`src/rtl/uart_pkg.sv`:
```
// Shared types and helpers for the serial frame transmitter.
package uart_pkg;

   typedef enum logic [2:0] {IDLE, START, DATA, PARITY, STOP} uart_state_t;

   function automatic int frame_cycles(input int cpb, input int dbits,
                                       input int par_en, input int stop_bits);
      return (1 + dbits + par_en + stop_bits) * cpb;
   endfunction

   // Callers zero-extend narrower data; zeros do not change the XOR.
   function automatic logic parity_bit(input logic [7:0] data, input logic odd);
      return (^data) ^ odd;
   endfunction

endpackage

```
`src/rtl/uart_baud_tick.sv`:
```
// Bit-period tick counter: runs 0..CLKS_PER_BIT-1, flags the last tick and wraps.
module uart_baud_tick #(
   parameter int CLKS_PER_BIT = 16
) (
   input  logic clk,
   input  logic rst,
   input  logic clr_i,
   output logic last_tick_o
);

   localparam int CW = (CLKS_PER_BIT > 1) ? $clog2(CLKS_PER_BIT) : 1;
   localparam logic [CW-1:0] LAST = CW'(CLKS_PER_BIT - 1);

   logic [CW-1:0] cnt_q, cnt_d;

   assign last_tick_o = (cnt_q == LAST);

   always_comb begin
      cnt_d = cnt_q + 1'b1;
      if (clr_i || last_tick_o) cnt_d = '0;
   end

   always_ff @(posedge clk) begin
      if (rst) cnt_q <= '0;
      else     cnt_q <= cnt_d;
   end

endmodule

```
`src/rtl/uart_tx_frame.sv`:
```
// Start/data/parity/stop frame transmitter with valid/ready byte intake.
module uart_tx_frame
   import uart_pkg::*;
#(
   parameter int CLKS_PER_BIT = 16,
   parameter int DATA_BITS    = 8,
   parameter int PARITY_EN    = 0,
   parameter int PARITY_ODD   = 0,
   parameter int STOP_BITS    = 1
) (
   input  logic                 clk,
   input  logic                 rst,
   input  logic [DATA_BITS-1:0] data,
   input  logic                 valid,
   output logic                 ready,
   output logic                 tx,
   output logic                 busy
);

   localparam int BW = $clog2(DATA_BITS);
   localparam logic [BW-1:0] LAST_DATA = BW'(DATA_BITS - 1);
   localparam logic [BW-1:0] LAST_STOP = BW'(STOP_BITS - 1);

   uart_state_t          state_q;
   logic [DATA_BITS-1:0] shift_q;
   logic [BW-1:0]        bit_q;
   logic                 par_q, tx_q;
   logic                 last_tick, last_stop, take;

   // Counter sits at zero while idle so a new frame starts on a fresh bit period.
   uart_baud_tick #(.CLKS_PER_BIT(CLKS_PER_BIT)) u_tick (
      .clk        (clk),
      .rst        (rst),
      .clr_i      (state_q == IDLE),
      .last_tick_o(last_tick)
   );

   assign last_stop = (state_q == STOP) && last_tick && (bit_q == LAST_STOP);
   assign ready     = (state_q == IDLE) || last_stop;
   assign take      = valid && ready;
   assign tx        = tx_q;
   assign busy      = (state_q != IDLE);

   always_ff @(posedge clk) begin
      if (rst) begin
         state_q <= IDLE;
         tx_q    <= 1'b1;
         bit_q   <= '0;
         shift_q <= '0;
         par_q   <= 1'b0;
      end else if (take) begin
         state_q <= START;
         tx_q    <= 1'b0;
         bit_q   <= '0;
         shift_q <= data;
         par_q   <= parity_bit(8'(data), PARITY_ODD != 0);
      end else if (last_tick) begin
         case (state_q)
            START: begin
               state_q <= DATA;
               tx_q    <= shift_q[0];
               bit_q   <= '0;
            end
            DATA: begin
               if (bit_q == LAST_DATA) begin
                  bit_q <= '0;
                  if (PARITY_EN != 0) begin
                     state_q <= PARITY;
                     tx_q    <= par_q;
                  end else begin
                     state_q <= STOP;
                     tx_q    <= 1'b1;
                  end
               end else begin
                  bit_q   <= bit_q + 1'b1;
                  shift_q <= shift_q >> 1;
                  tx_q    <= shift_q[1];
               end
            end
            PARITY: begin
               state_q <= STOP;
               tx_q    <= 1'b1;
               bit_q   <= '0;
            end
            STOP: begin
               if (bit_q == LAST_STOP) state_q <= IDLE;
               else                    bit_q   <= bit_q + 1'b1;
            end
            default: state_q <= IDLE;
         endcase
      end
   end

endmodule
```
`config.mk`:
```
export PLATFORM = sky130hd
export DESIGN_NAME = uart_tx_frame
export DESIGN_NICKNAME = d
export VERILOG_FILES = /design/src/rtl/uart_pkg.sv /design/src/rtl/uart_baud_tick.sv /design/src/rtl/uart_tx_frame.sv
export SDC_FILE = /design/constraint.sdc
export NUM_CORES = 1
export LEC_CHECK = 0
export ABC_AREA = 1
export CAP_MARGIN = 20
export CORE_MARGIN = 1
export CORE_UTILIZATION = 45
export DETAILED_ROUTE_END_ITERATION = 10
export PLACE_DENSITY = 0.71
export SLEW_MARGIN = 20
export SYNTH_ARGS = -nofsm -noshare
export SYNTH_HDL_FRONTEND = slang
export SYNTH_HIERARCHICAL = 1
export SYNTH_SLANG_ARGS = --single-unit
```
`constraint.sdc`:
```
create_clock -name clk -period 1.5 [get_ports clk]
set_input_delay 0.3 -clock clk [delete_from_list [all_inputs] [get_ports clk]]
set_output_delay 0.3 -clock clk [all_outputs]
set_load 0.03 [all_outputs]
```
# After elaboration in Yosys (flattened, before gate mapping)
# Cells that the tools add are included.
# word_totals
n_memories	0
wordCells	56
ramBits	0
out_inout_bits	3
register_bits	19
latchBits	0
romBits	0
# op_classes
eq_ne	12
n_addsub	2
div_mod_pow	0
mux	16
n_shift	0
bitwise	0
n_reduce_logical	20
n_lt_le_gt_ge	0
n_mul	0
# ops
operator	n
two-way mux 8 bit	4
two-way mux 3 bit	4
one-hot mux 3 bit (4 select lines)	1
AND reduction 3 bit	4
one-hot mux 3 bit (3 select lines)	1
== test 3 x 2 -> 1 bit, second input constant	2
== test 3 bit, second input constant	2
zero test 3 bit	2
inequality test 2 bit, second input constant	3
nonzero test 3 bit	2
OR reduction 2 bit	3
two-way mux 1 bit	5
adder 4 x 1 -> 4 bit, second input constant	1
== test 4 bit, second input constant	1
nonzero test 2 bit	2
nonzero test 4 bit	1
adder 3 x 1 -> 3 bit, second input constant	1
== test 3 x 1 -> 1 bit, second input constant	1
logical AND 1 bit	3
inequality test 3 x 2 -> 1 bit, second input constant	1
inequality test 3 bit, second input constant	1
one-hot mux 1 bit (3 select lines)	1
logical OR 1 bit	2
inequality test 2 x 1 -> 1 bit, second input constant	1
AND reduction 2 bit	1

# Logic depth before layout (Yosys ltp)
# logic_depth
depth_word	7
mapped_depth	12
mapped_depth_nobuf	12

# Modules after synthesis
# Netlist, hierarchy kept.
# modules_own_cells
module	cells_each	area_per_inst_um2	instances
uart_tx_frame	131	867.1	1
uart_baud_tick	19	166.4	1

# Least setup slack after synthesis
# No wires, ideal clock.
# synth_timing
path_kind	register to register
start	register u_tick.cnt_q[0]
end	register shift_q[1]
path_slack_ns	-0.085
stages_incl_launch_ff	12
arrival_ns	1.476
setup_ns	0.109
path_cell_list	dfxtp_1 ha_1 nand3_2 inv_1 nand3_2 nand2_4 nand2_4 buf_6 nand3_1 nand3_1 nand2_1 inv_1
# synth_via
elab_chain_cells	7
elab_cells_between_ends	10
cone_classes	2 x eq/ne; 1 x mux; 7 x reduce/logical
# synth_lines
item	line_no	source
from (decl)	uart_baud_tick.sv:14	logic [CW-1:0] cnt_q, cnt_d;
from (signal assigned)	uart_baud_tick.sv:25	else cnt_q <= cnt_d;
== test 4 bit *	uart_baud_tick.sv:16	assign last_tick_o = (cnt_q == LAST);
net last_tick	uart_tx_frame.sv:28	logic last_tick, last_stop, take;
logical AND 1 bit * (2 in series)	uart_tx_frame.sv:38	assign last_stop = (state_q == STOP) && last_tick && (bit_q == LAST_STOP);
logical OR 1 bit *	uart_tx_frame.sv:39	assign ready = (state_q == IDLE) || last_stop;
net ready	uart_tx_frame.sv:15	output logic ready,
logical AND 1 bit *	uart_tx_frame.sv:40	assign take = valid && ready;
inequality test 2 bit (no line) or nonzero test 2 bit (tied branches)	-	
AND reduction 3 bit (no line)	-	
to (signal assigned)	uart_tx_frame.sv:55	shift_q <= data;
to (signal assigned)	uart_tx_frame.sv:76	shift_q <= shift_q >> 1;
to (decl)	uart_tx_frame.sv:25	logic [DATA_BITS-1:0] shift_q;
# Mark *: on every way through the listed nets, which the timed path passes. The rest lies on a longest branch.
# A chain may end at the register's enable or synchronous reset.

# Worst setup path in the final report
# layout_timing
start	register u_tick.cnt_q[0]
end	output ready
# layout_via
elab_chain_cells	4
# layout_lines
item	line_no
== test 4 bit	uart_baud_tick.sv:16
net last_tick	uart_tx_frame.sv:28
logical AND 1 bit (2 in series)	uart_tx_frame.sv:38
logical OR 1 bit	uart_tx_frame.sv:39
to (decl)	uart_tx_frame.sv:15
# The timed path passes the listed nets, and every way through them passes these cells.

==> impl_metrics.csv <==
group,metric,value,unit
outcome,outcome,"complete, but fails checks",
outcome,violations,"negative setup slack",
finish,drive_gt1_share,32.3,%
pwr,peakVddDrop,0.516,mV
timing,rsz0062_at_grt,"true",
placement,place_area,1290,um^2
global_route,overflow,0,
global_route,grt.total_usage,19.5,%
synth,ys_types,20,
floorplanning,start_util,50.1,%
floorplanning,core,2060,um^2
finish,area_growth,43.1,%
clocking,cts_buffers,3,
placement,dpl.hpwl,1580,um
floorplanning,core.rowCount,16,
synth,synth_commonest_cells,"nand2_1, inv_1, dfxtp_1",
clocking,insertion_delay,300,ps
pwr,p_leak,0.647,nW
clocking,cts_tree,"done",
timing,final_max_slew_viol_count,0,
run,maxCapViolCount,0,
finish,n_antenna_cell,0,
floorplanning,pin_count,14,
placement,gp_congestion,0.759,
timing,fmax,630,MHz
synth,synth_area_leaders,"dfxtp_1, nand2_1, inv_1",
critical_path,slowest_stage,"dfxtp_2",
synth,synth_ff_type,"dfxtp_1",
critical_path,worstReg2RegEnd,"shift_q[3]",
floorplanning,die_h,49.9,um
timing,finalHoldViolCount,0,
global_route,grt_pass1_wl,3730,um
route,drc,0,
critical_path,crit_fanout,2,
pwr,power,990,uW
route,vias_per_cell,4.93,
floorplanning,dieWidth,49.9,um
route,drt_iter0_markers,10,
critical_path,cp_slowest_stage_delay,370,ps
synth,yosysTopAreaCellShare,36.8,%
synth,yosys_register_bits,19,
clocking,cts.sinks,19,
critical_path,worstSetupPathType,"flip-flop to primary output",
timing,timing.slew.headroom,80.4,%
route,dr.pass1.iters,4,
placement,port_buffers,13,
critical_path,cp.arrival,1290,ps
timing,finalCritPeriodShare,106,%
route,wl_per_cell,10.8,um
timing,setup_violations,6,
synth,yosysWarnings,6,
synth,async_reset_ff_share,0,%
critical_path,cpMostUsedCell,"nand3_4",
global_route,first_global_vias,927,
timing,min_period,1590,ps
route,num_vias,1050,
placement,dp_cells,200,
synth,syn_inst,150,
critical_path,worstRegToRegCells,11,
synth,synthesis.nets,165,
synth,post-synth-top-count-cell,"nand2_1",
timing,setup_tns,-157,ps
finish,fin_util,71.7,%
finish,final_nets,202,
clocking,cts_hold_buf,0,
route,wl,2310,um
clocking,cts_buffer_depth,2,
floorplanning,die_area,2490,um^2
worst_hold_path,hold_path.class,"flip-flop to flip-flop",
synth,postSynthAreaPerCell,6.89,um^2
critical_path,cp.required,1200,ps
global_route,antenna_found_initial,0,
critical_path,r2r_start,"u_tick/cnt_q[0]",
critical_path,startpoint_type,"flip-flop",
synth,syn-cell-area,1030,um^2
synth,synth-edff-count,0,
clocking,h-tree-depth,1,
clocking,root_buffer,"clkbuf_4",
critical_path,path_cells,"ha_4 -> nand3_4 -> inv_4 -> nand3_4 -> nand2_8 -> buf_6",
timing,fin_ws,-86.7,ps
route,antenna_left,0,
pwr,powerDensity,669,nW/um^2
clocking,clk_pin_slew,110,ps
critical_path,rrSetupSlack,-20,ps
timing,worst_pin_slew,295,ps
synth,yosys.area.top_type,"dfxtp_1",
finish,final_cells,213,
critical_path,cp-startpoint,"u_tick/cnt_q[0]",
critical_path,worstSetupEndpointType,"primary output",
global_route,grt_max_degree,14,
critical_path,cp-endpoint,"ready",
synth,seq_area_frac_synth,36.8,%
timing,skew,1.57,ps
finish,fin_area,1480,um^2
## worst min path at each step
stage                     slack, ps          to  cells after the start        from
final                           470  shift_q[7]                      2  shift_q[7]
after global routing            510  shift_q[7]                      2  shift_q[7]
after CTS                       480  shift_q[7]                      2  shift_q[7]
after detailed placement        460  shift_q[7]                      2  shift_q[7]
after global placement          450  shift_q[7]                      2  shift_q[7]
after floorplan                 360  shift_q[6]                      1         rst
## flip-flops by register name (all words and copies together), names as in the netlist
| register | count |
|---|---|
| shift_q | 8 |
| state_q | 3 |
| tx | 1 |
| u_tick/cnt_q | 4 |
| bit_q | 3 |
## placed cells by master, fill, tap and decap left out, drive strengths merged
cell type	synthesis	routed
inv	26	26
o21ai	3	3
nand4	1	1
buf	1	20
nor2	17	17
dlygate4sd2	0	1
ha	4	4
a21boi	1	1
a21oi	11	11
dfxtp	19	19
nand2	46	46
clkdlybuf4s15	0	1
clkbuf	0	4
clkdlybuf4s50	0	10
xnor2	1	1
nand3	20	21
## power breakdown
part / leakage [nW] / internal [mW] / switching [mW]
Combinational: 0.475 / 0.0890 / 0.0967
Sequential: 0.157 / 0.526 / 0.0132
Clock: 0.0150 / 0.104 / 0.161
Total: 0.647 / 0.719 / 0.271
## per-layer routing
metal  track usage [%]  up-vias  routed length, um
met5                 0        -                  0
met2              37.4       11               1230
met1              21.2      488               1010
met4              5.71        0                 25
li1                  -      547                  -
met3              3.70        4                 47
## cell type report
cell class / instances / area [um^2]
Sequential cell: 19 / 385
Timing Repair Buffer: 32 / 278
Tap cell: 27 / 33.8
Clock buffer: 4 / 26.3
Fill cell: 166 / 583
Inverter: 26 / 105
Multi-Input combinational cell: 105 / 651
## worst max-delay path: cells and delay by family (launching register included)
kind,cells,cell delay [ps]
buffers and inverters,2,200
adders and majority gates,1,150
and+or+nand+nor,3,260
DFF,1,370
## metrics by stage
step	hold slack [ps]	worst slack (ps)
after CTS	477	-101
after global routing	507	-147
after global placement	449	17.6
final	471	-86.7
after floorplan	362	3.76
after detailed placement	461	3.93
## cell families after synthesis
kind of cell	count (synthesis)	share of synthesized area (%)
and+or+nand+nor	84	38.7
buffers and inverters	27	10.5
DFF	19	36.8
AOI/OAI and AO/OA	15	8.23
adders and majority gates	4	4.84
xor gates and xnor gates	1	0.848
## timing repair
item / 4_1_cts / 5_1_grt
pin swaps: 5 / 4
buffers inserted: 8 / 1
endpoints found under the setup margin: 7 / 15
cloned: 1 / 0
gates resized for setup: 21 / 12
Note: power is estimated with default switching activity, not from simulation.
